## src/rtl/bp_stall_profiler_pkg.sv

```systemverilog
// Shared definitions for the stall-profiling counter sampler: FSM states, header layout,
// and the counter index map that host software uses to decode snapshot packets.
package bp_stall_profiler_pkg;

  typedef enum logic [1:0] {
    e_idle,
    e_hdr,
    e_body
  } sampler_state_e;

  // Header word carries only the snapshot sequence number today.
  typedef struct packed {
    logic [31:0] seq;
  } sampler_hdr_s;

  localparam int unsigned num_cnt_c = 34;

  // Word position of each counter within a snapshot packet body.
  typedef enum logic [5:0] {
    e_cnt_mcycle               = 6'd0,
    e_cnt_minstret             = 6'd1,
    e_cnt_stall_fe_queue       = 6'd2,
    e_cnt_stall_icache_miss    = 6'd3,
    e_cnt_stall_itlb_miss      = 6'd4,
    e_cnt_stall_branch_mispred = 6'd5,
    e_cnt_stall_control_haz    = 6'd6,
    e_cnt_stall_long_haz       = 6'd7,
    e_cnt_stall_data_haz       = 6'd8,
    e_cnt_stall_aux_dep        = 6'd9,
    e_cnt_stall_load_dep       = 6'd10,
    e_cnt_stall_mul_dep        = 6'd11,
    e_cnt_stall_fma_dep        = 6'd12,
    e_cnt_stall_sb_iraw        = 6'd13,
    e_cnt_stall_sb_fraw        = 6'd14,
    e_cnt_stall_sb_iwaw        = 6'd15,
    e_cnt_stall_sb_fwaw        = 6'd16,
    e_cnt_stall_struct_haz     = 6'd17,
    e_cnt_stall_idiv_haz       = 6'd18,
    e_cnt_stall_fdiv_haz       = 6'd19,
    e_cnt_stall_ptw_busy       = 6'd20,
    e_cnt_stall_special        = 6'd21,
    e_cnt_stall_replay         = 6'd22,
    e_cnt_stall_exception      = 6'd23,
    e_cnt_stall_dcache_miss    = 6'd24,
    e_cnt_stall_dtlb_miss      = 6'd25,
    e_cnt_stall_unknown        = 6'd26,
    e_cnt_instr_int            = 6'd27,
    e_cnt_instr_load           = 6'd28,
    e_cnt_instr_store          = 6'd29,
    e_cnt_instr_branch         = 6'd30,
    e_cnt_instr_jump           = 6'd31,
    e_cnt_instr_fp             = 6'd32,
    e_cnt_instr_csr            = 6'd33
  } cnt_idx_e;

endpackage

```

## src/rtl/bp_stall_sample_timer.sv

```systemverilog
// Periodic sample tick generator: fires once every interval_i cycles while the core runs.
module bp_stall_sample_timer #(
  parameter int unsigned interval_w_p = 24
) (
  input  logic                    clk_i,
  input  logic                    reset_n_i,
  input  logic                    freeze_i,
  input  logic [interval_w_p-1:0] interval_i,
  output logic                    tick_o
);

  logic [interval_w_p-1:0] timer_q, timer_d;
  logic                    active;

  assign active = ~freeze_i & (interval_i != '0);

  // >= rather than == so a shrunk interval still fires and wraps on the next compare.
  assign tick_o = active & (timer_q >= (interval_i - interval_w_p'(1)));

  always_comb begin
    timer_d = timer_q;
    if (!active || tick_o) begin
      timer_d = '0;
    end else begin
      timer_d = timer_q + interval_w_p'(1);
    end
  end

  always_ff @(posedge clk_i or negedge reset_n_i) begin
    if (!reset_n_i) begin
      timer_q <= '0;
    end else begin
      timer_q <= timer_d;
    end
  end

endmodule

```

## src/rtl/bp_stall_counter_sampler.sv

```systemverilog
// Atomically snapshots the profiling counter bank on a periodic tick or host trigger and
// streams each snapshot as a valid/ready packet: one header word, then one word per counter.
module bp_stall_counter_sampler
  import bp_stall_profiler_pkg::*;
#(
  parameter int unsigned width_p        = 32,
  parameter int unsigned num_counters_p = 34,
  parameter int unsigned interval_w_p   = 24
) (
  input  logic                              clk_i,
  input  logic                              reset_n_i,
  input  logic                              freeze_i,
  input  logic [num_counters_p*width_p-1:0] counters_i,
  input  logic [interval_w_p-1:0]           interval_i,
  input  logic                              trigger_i,
  output logic [width_p-1:0]                data_o,
  output logic                              v_o,
  output logic                              last_o,
  input  logic                              ready_i,
  output logic                              busy_o,
  output logic [width_p-1:0]                dropped_o
);

  localparam int unsigned idx_w_lp = (num_counters_p > 1) ? $clog2(num_counters_p) : 1;
  typedef logic [idx_w_lp-1:0] idx_t;
  localparam idx_t last_idx_lp = idx_t'(num_counters_p - 1);

  sampler_state_e     state_q, state_d;
  idx_t               idx_q, idx_d, idx_nxt;
  logic [width_p-1:0] seq_q, seq_d;
  logic [width_p-1:0] data_q, data_d;
  logic [width_p-1:0] dropped_q, dropped_d;
  logic               v_q, v_d;
  logic               last_q, last_d;
  logic [width_p-1:0] snap_q [num_counters_p];
  logic [width_p-1:0] snap_d [num_counters_p];

  logic tick, req;

  bp_stall_sample_timer #(
    .interval_w_p(interval_w_p)
  ) u_timer (
    .clk_i     (clk_i),
    .reset_n_i (reset_n_i),
    .freeze_i  (freeze_i),
    .interval_i(interval_i),
    .tick_o    (tick)
  );

  assign req     = (tick | trigger_i) & ~freeze_i;
  assign idx_nxt = idx_q + idx_t'(1);

  // Output registers are loaded with the word that will be presented in the next state,
  // so data_o/v_o/last_o come straight from flops and hold while stalled.
  always_comb begin
    state_d   = state_q;
    idx_d     = idx_q;
    seq_d     = seq_q;
    data_d    = data_q;
    dropped_d = dropped_q;
    v_d       = v_q;
    last_d    = last_q;
    snap_d    = snap_q;

    unique case (state_q)
      e_idle: begin
        if (req) begin
          for (int unsigned k = 0; k < num_counters_p; k++) begin
            snap_d[k] = counters_i[k*width_p +: width_p];
          end
          seq_d   = seq_q + width_p'(1);
          data_d  = seq_q;
          v_d     = 1'b1;
          last_d  = 1'b0;
          state_d = e_hdr;
        end
      end
      e_hdr: begin
        if (ready_i) begin
          idx_d   = '0;
          data_d  = snap_q[0];
          last_d  = (last_idx_lp == '0);
          state_d = e_body;
        end
      end
      e_body: begin
        if (ready_i) begin
          if (idx_q == last_idx_lp) begin
            data_d  = '0;
            v_d     = 1'b0;
            last_d  = 1'b0;
            state_d = e_idle;
          end else begin
            idx_d  = idx_nxt;
            data_d = snap_q[idx_nxt];
            last_d = (idx_nxt == last_idx_lp);
          end
        end
      end
      default: begin
        state_d = e_idle;
        v_d     = 1'b0;
        last_d  = 1'b0;
      end
    endcase

    if (req && (state_q != e_idle) && (dropped_q != '1)) begin
      dropped_d = dropped_q + width_p'(1);
    end
  end

  always_ff @(posedge clk_i or negedge reset_n_i) begin
    if (!reset_n_i) begin
      state_q   <= e_idle;
      idx_q     <= '0;
      seq_q     <= '0;
      data_q    <= '0;
      dropped_q <= '0;
      v_q       <= 1'b0;
      last_q    <= 1'b0;
      for (int unsigned k = 0; k < num_counters_p; k++) begin
        snap_q[k] <= '0;
      end
    end else begin
      state_q   <= state_d;
      idx_q     <= idx_d;
      seq_q     <= seq_d;
      data_q    <= data_d;
      dropped_q <= dropped_d;
      v_q       <= v_d;
      last_q    <= last_d;
      snap_q    <= snap_d;
    end
  end

  assign data_o    = data_q;
  assign v_o       = v_q;
  assign last_o    = last_q;
  assign busy_o    = (state_q != e_idle);
  assign dropped_o = dropped_q;

endmodule

```

## config.mk

```make
export PLATFORM = sky130hd
export DESIGN_NAME = bp_stall_counter_sampler
export DESIGN_NICKNAME = d
export VERILOG_FILES = /design/src/rtl/bp_stall_profiler_pkg.sv /design/src/rtl/bp_stall_sample_timer.sv /design/src/rtl/bp_stall_counter_sampler.sv
export SDC_FILE = /design/constraint.sdc
export NUM_CORES = 2
export LEC_CHECK = 0
export CAP_MARGIN = 20
export CORE_AREA = 4 4 465 467
export DETAILED_ROUTE_END_ITERATION = 8
export DIE_AREA = 0 0 469 471
export PLACE_DENSITY = 0.58
export SYNTH_ARGS = -nofsm -noshare
export SYNTH_HDL_FRONTEND = slang
export SYNTH_SLANG_ARGS = --single-unit
```

## constraint.sdc

```tcl
create_clock -name clk_i -period 6.9 [get_ports clk_i]
set_input_delay 2.07 -clock clk_i [delete_from_list [all_inputs] [get_ports clk_i]]
set_output_delay 2.07 -clock clk_i [all_outputs]
set_load 0.05 [all_outputs]
```

==> reports/results.txt <==
Flops & latches, synth - 1218
Clock buffer depth - 3
Cells after Synth - 6167
YS warnings - 0
Final worst slack - 0.529 ns
CP arrival - 7.08 ns
Syn_nets - 7319
Drt wl/cell - 25.9 um
Final hold violation count - 0
WP data required - 7.61 ns
Clock root buffer - clkbuf_16
Syn Area/Cell - 9.28 um^2
Initial DRC count - 4322
Core area - 212000 um^2
Synthesized cell area - 57200 um^2
Total of max-cap violations - 0
DPL Wire Length - 212000 um
Post-route insts no fill - 10300
Via Count - 49300
Clock sink count - 1218
Setup_tns - 0 ns
Crit-path slowest cell - clkdlybuf4s50_1
Tmin final - 6.37 ns
Max stage delay on crit path - 0.42 ns
CTS resizes - 0
Die footprint - 221000 um^2
Initial Util - 27.0%
Largest net degree at the start of global routing - 166
Setup repair after global routing missed its margin - false
Synth unique cells - 60
# Post-CTS Setup Buffers - 0
Layout cells sized above 1 - 10.1%
Placed cells - 10000
Top post-synthesis cells by area - dfrtp_1 53%, nand2_1 23%, mux4_2 10%, buf_2 1.7%, mux2i_1 1.3%
Setup Viol. Count Final - 0
Leak Pwr - 0.0369 uW
Routed Wire Length - 268000 um
Worst slew pin tran - 1.15 ns
Global-route usage over all layers - 23.6%
H-tree depth - 4
# hold bufs at CTS - 0
Setup slack at placement - -0.225 ns
Hold Path Depth - 2
Kind of start point of the critical path - primary input
EDFF count, synth - 0
CP Cell Sequence - clkdlybuf4s50_1 > or3_4 > nor3_2 > nand2b_1 > or3b_1 > or2_1 > or3_4 > nor3_2 > xnor2_1 > ha_1 > a21o_1 > a21o_1 > a22oi_1 > nand4_1 > o21a_1 > o21ai_4 > buf_12 > buf_12 > buf_12 > nand2_1 > nand2_1
Worst vdd ir - 0.248 mV
PortBufs - 1183
Total Power - 34700 uW
Min Hold Slack - 0.468 ns
Status - complete, no violations
Power Density - 443 nW/um^2
Async SR Flop Fraction - 100%
Initial antenna violation count - 106
Clk pin slew, worst setup/hold paths - 0.05 ns
Die span in y - 471 um
M3 GR Usage - 6.29%
Io pins - 1184
Area grow syn2layout - 36.7%
Met2 Use GR - 38.6%
Via density - 4.77
Post-route ant nets - 0
First-pass DRT Iterations - 6
R2R cell count - 9
# DRC - 0
Largest fanout on the critical path - 36
Total grt overflow - 0
Cell Rows - 169
Die width - 469 um
Cts bufs inserted - 141
Slew headroom - 23.4%
Clock Skews - 0.0307 ns
Area leader, netlist - dfrtp_1
Clock latency on the worst-skew pair - 0.80 ns
Final max-slew violation count - 0
First-pass GRT wire length - 370000 um
Yosys top cell area share - 53.2%
CTS tree - done
Main synth FF type - dfrtp_1
RD Place Congestion - 0.906
Most frequent CP cell - buf_12
Worst hold path type - reg -> reg
Fmax - 157 MHz
Most used routing layer - met2
Worst setup path class - in -> reg
Vias in the first global route - 50100
Net count reported at finish - 8515
Crit share post-route - 92.3%
CP Capture Type - register
Grt met1 use - 29.8%
Seq/Total Area, Yosys - 53.2%
==> critical path, delay by kind of cell <==
kind | cells | cell delay, ns
adder cells (fa/ha/maj) | 1 | 0.26
buffers and inverters | 4 | 1.14
AO/OA/AOI/OAI | 5 | 1.16
XOR/XNOR | 1 | 0.14
AND/OR/NAND/NOR | 10 | 2.19
==> layout make-up <==
class | count | area [um^2]
multi-input cells | 4549 | 24700
clock inverters | 44 | 568
flip-flops and latches | 1218 | 30500
well taps | 2821 | 3530
diodes | 47 | 118
clock buffers | 203 | 4060
repair buffers | 1434 | 14700
inverters | 19 | 71.3
fillers | 21200 | 133000
==> state kept, by name, indices dropped and copies added (netlist names) <==
register	count
state_q	2
u_timer.timer_q	24
dropped_o	32
last_o	1
idx_q	6
data_o	32
seq_q	32
v_o	1
snap_q	1088
==> cells in the mapped netlist (all sizes together) (7+ instances only) <==
cell        n
mux2       27
o2bb2ai    19
ha         35
xnor2      33
xor2       76
clkbuf    114
nor2b       8
and3       11
nand2b      7
nand2    3535
mux2i      74
o22ai      11
nor4       27
nor2       73
a31oi      49
dfrtp    1218
a21oi      25
o21ai      30
a32oi      27
nor3       44
nand3      87
buf       267
inv        18
o311ai      7
mux4      257
nand4      29
or3        10
==> worst paths after layout <==
path	from	end	slack [ns]
setup / recovery	interval_i[3]	snap_q[219]$_DFFE_PN0P_	0.53
hold / removal	snap_q[754]$_DFFE_PN0P_	snap_q[754]$_DFFE_PN0P_	0.47
max in group asynchronous	reset_n_i	snap_q[336]$_DFFE_PN0P_	4.10
hold reg to reg	snap_q[754]$_DFFE_PN0P_	snap_q[754]$_DFFE_PN0P_	0.47
min in group asynchronous	reset_n_i	snap_q[99]$_DFFE_PN0P_	1.36
setup reg to reg	idx_q[0]$_DFFE_PN0P_	data_o[6]$_DFFE_PN0P_	1.80
==> power breakdown <==
group | leakage (uW) | internal [uW] | switching [uW]
logic | 0.0194 | 5740 | 9050
clock network | 0.00226 | 4410 | 3220
registers | 0.0152 | 10300 | 1970
==> per-layer routing <==
metal | routed length [um] | part of all wire, %
met4 | 10200 | 3.8
met1 | 108000 | 40
met3 | 22100 | 8.3
met2 | 127000 | 48
met5 | 345 | 0.13
==> metrics by stage <==
| stage | utilization (%) | area (um^2) |
|---|---|---|
| 2_1_floorplan | - | 57200 |
| 3_3_place_gp | 34.7 | 73500 |
| 3_5_place_dp | 34.7 | 73500 |
| 4_1_cts | 36.9 | 78100 |
| 5_1_grt | 37.0 | 78200 |
| 6_report | 37.0 | 78300 |
==> kinds of logic (layout without fill, tap and decap cells) <==
family	count (synthesis)	after routing	synth area share, %
other	0	47	0
AOI/OAI and AO/OA	190	190	2.26
DFF	1218	1218	53.2
buffers and inverters	400	1700	3.82
and+or+nand+nor	3857	3857	26.3
adders and majority gates	35	35	0.765
muxes	358	358	11.9
xor gates and xnor gates	109	109	1.68
==> cells in the final DEF, fill, tap and decap left out, types with 7 or more instances in the layout <==
master | Yosys | routed
nand2_1 | 3535 | 3535
dfrtp_1 | 1218 | 1217
clkdlybuf4s50_1 | 0 | 1182
mux4_2 | 257 | 257
buf_4 | 9 | 172
clkbuf_16 | 0 | 144
nand3_1 | 87 | 87
buf_12 | 0 | 79
xor2_1 | 75 | 74
mux2i_1 | 74 | 74
nor2_1 | 73 | 73
a31oi_1 | 49 | 49
diode_2 | 0 | 47
nor3_1 | 41 | 41
clkbuf_1 | 114 | 36
xnor2_1 | 33 | 32
ha_1 | 35 | 32
nand4_1 | 29 | 29
a32oi_1 | 27 | 27
nor4_1 | 25 | 25
a21oi_1 | 25 | 24
clkbuf_8 | 0 | 23
mux2_1 | 21 | 21
o2bb2ai_1 | 19 | 19
inv_1 | 18 | 18
o21ai_0 | 18 | 17
clkinv_2 | 0 | 17
and3_1 | 11 | 11
o22ai_1 | 11 | 11
or3_1 | 8 | 8
nor2b_1 | 8 | 8
o21ai_1 | 12 | 8
bufinv_16 | 0 | 8
o311ai_1 | 7 | 7
Note: power is estimated with default switching activity, not from simulation.
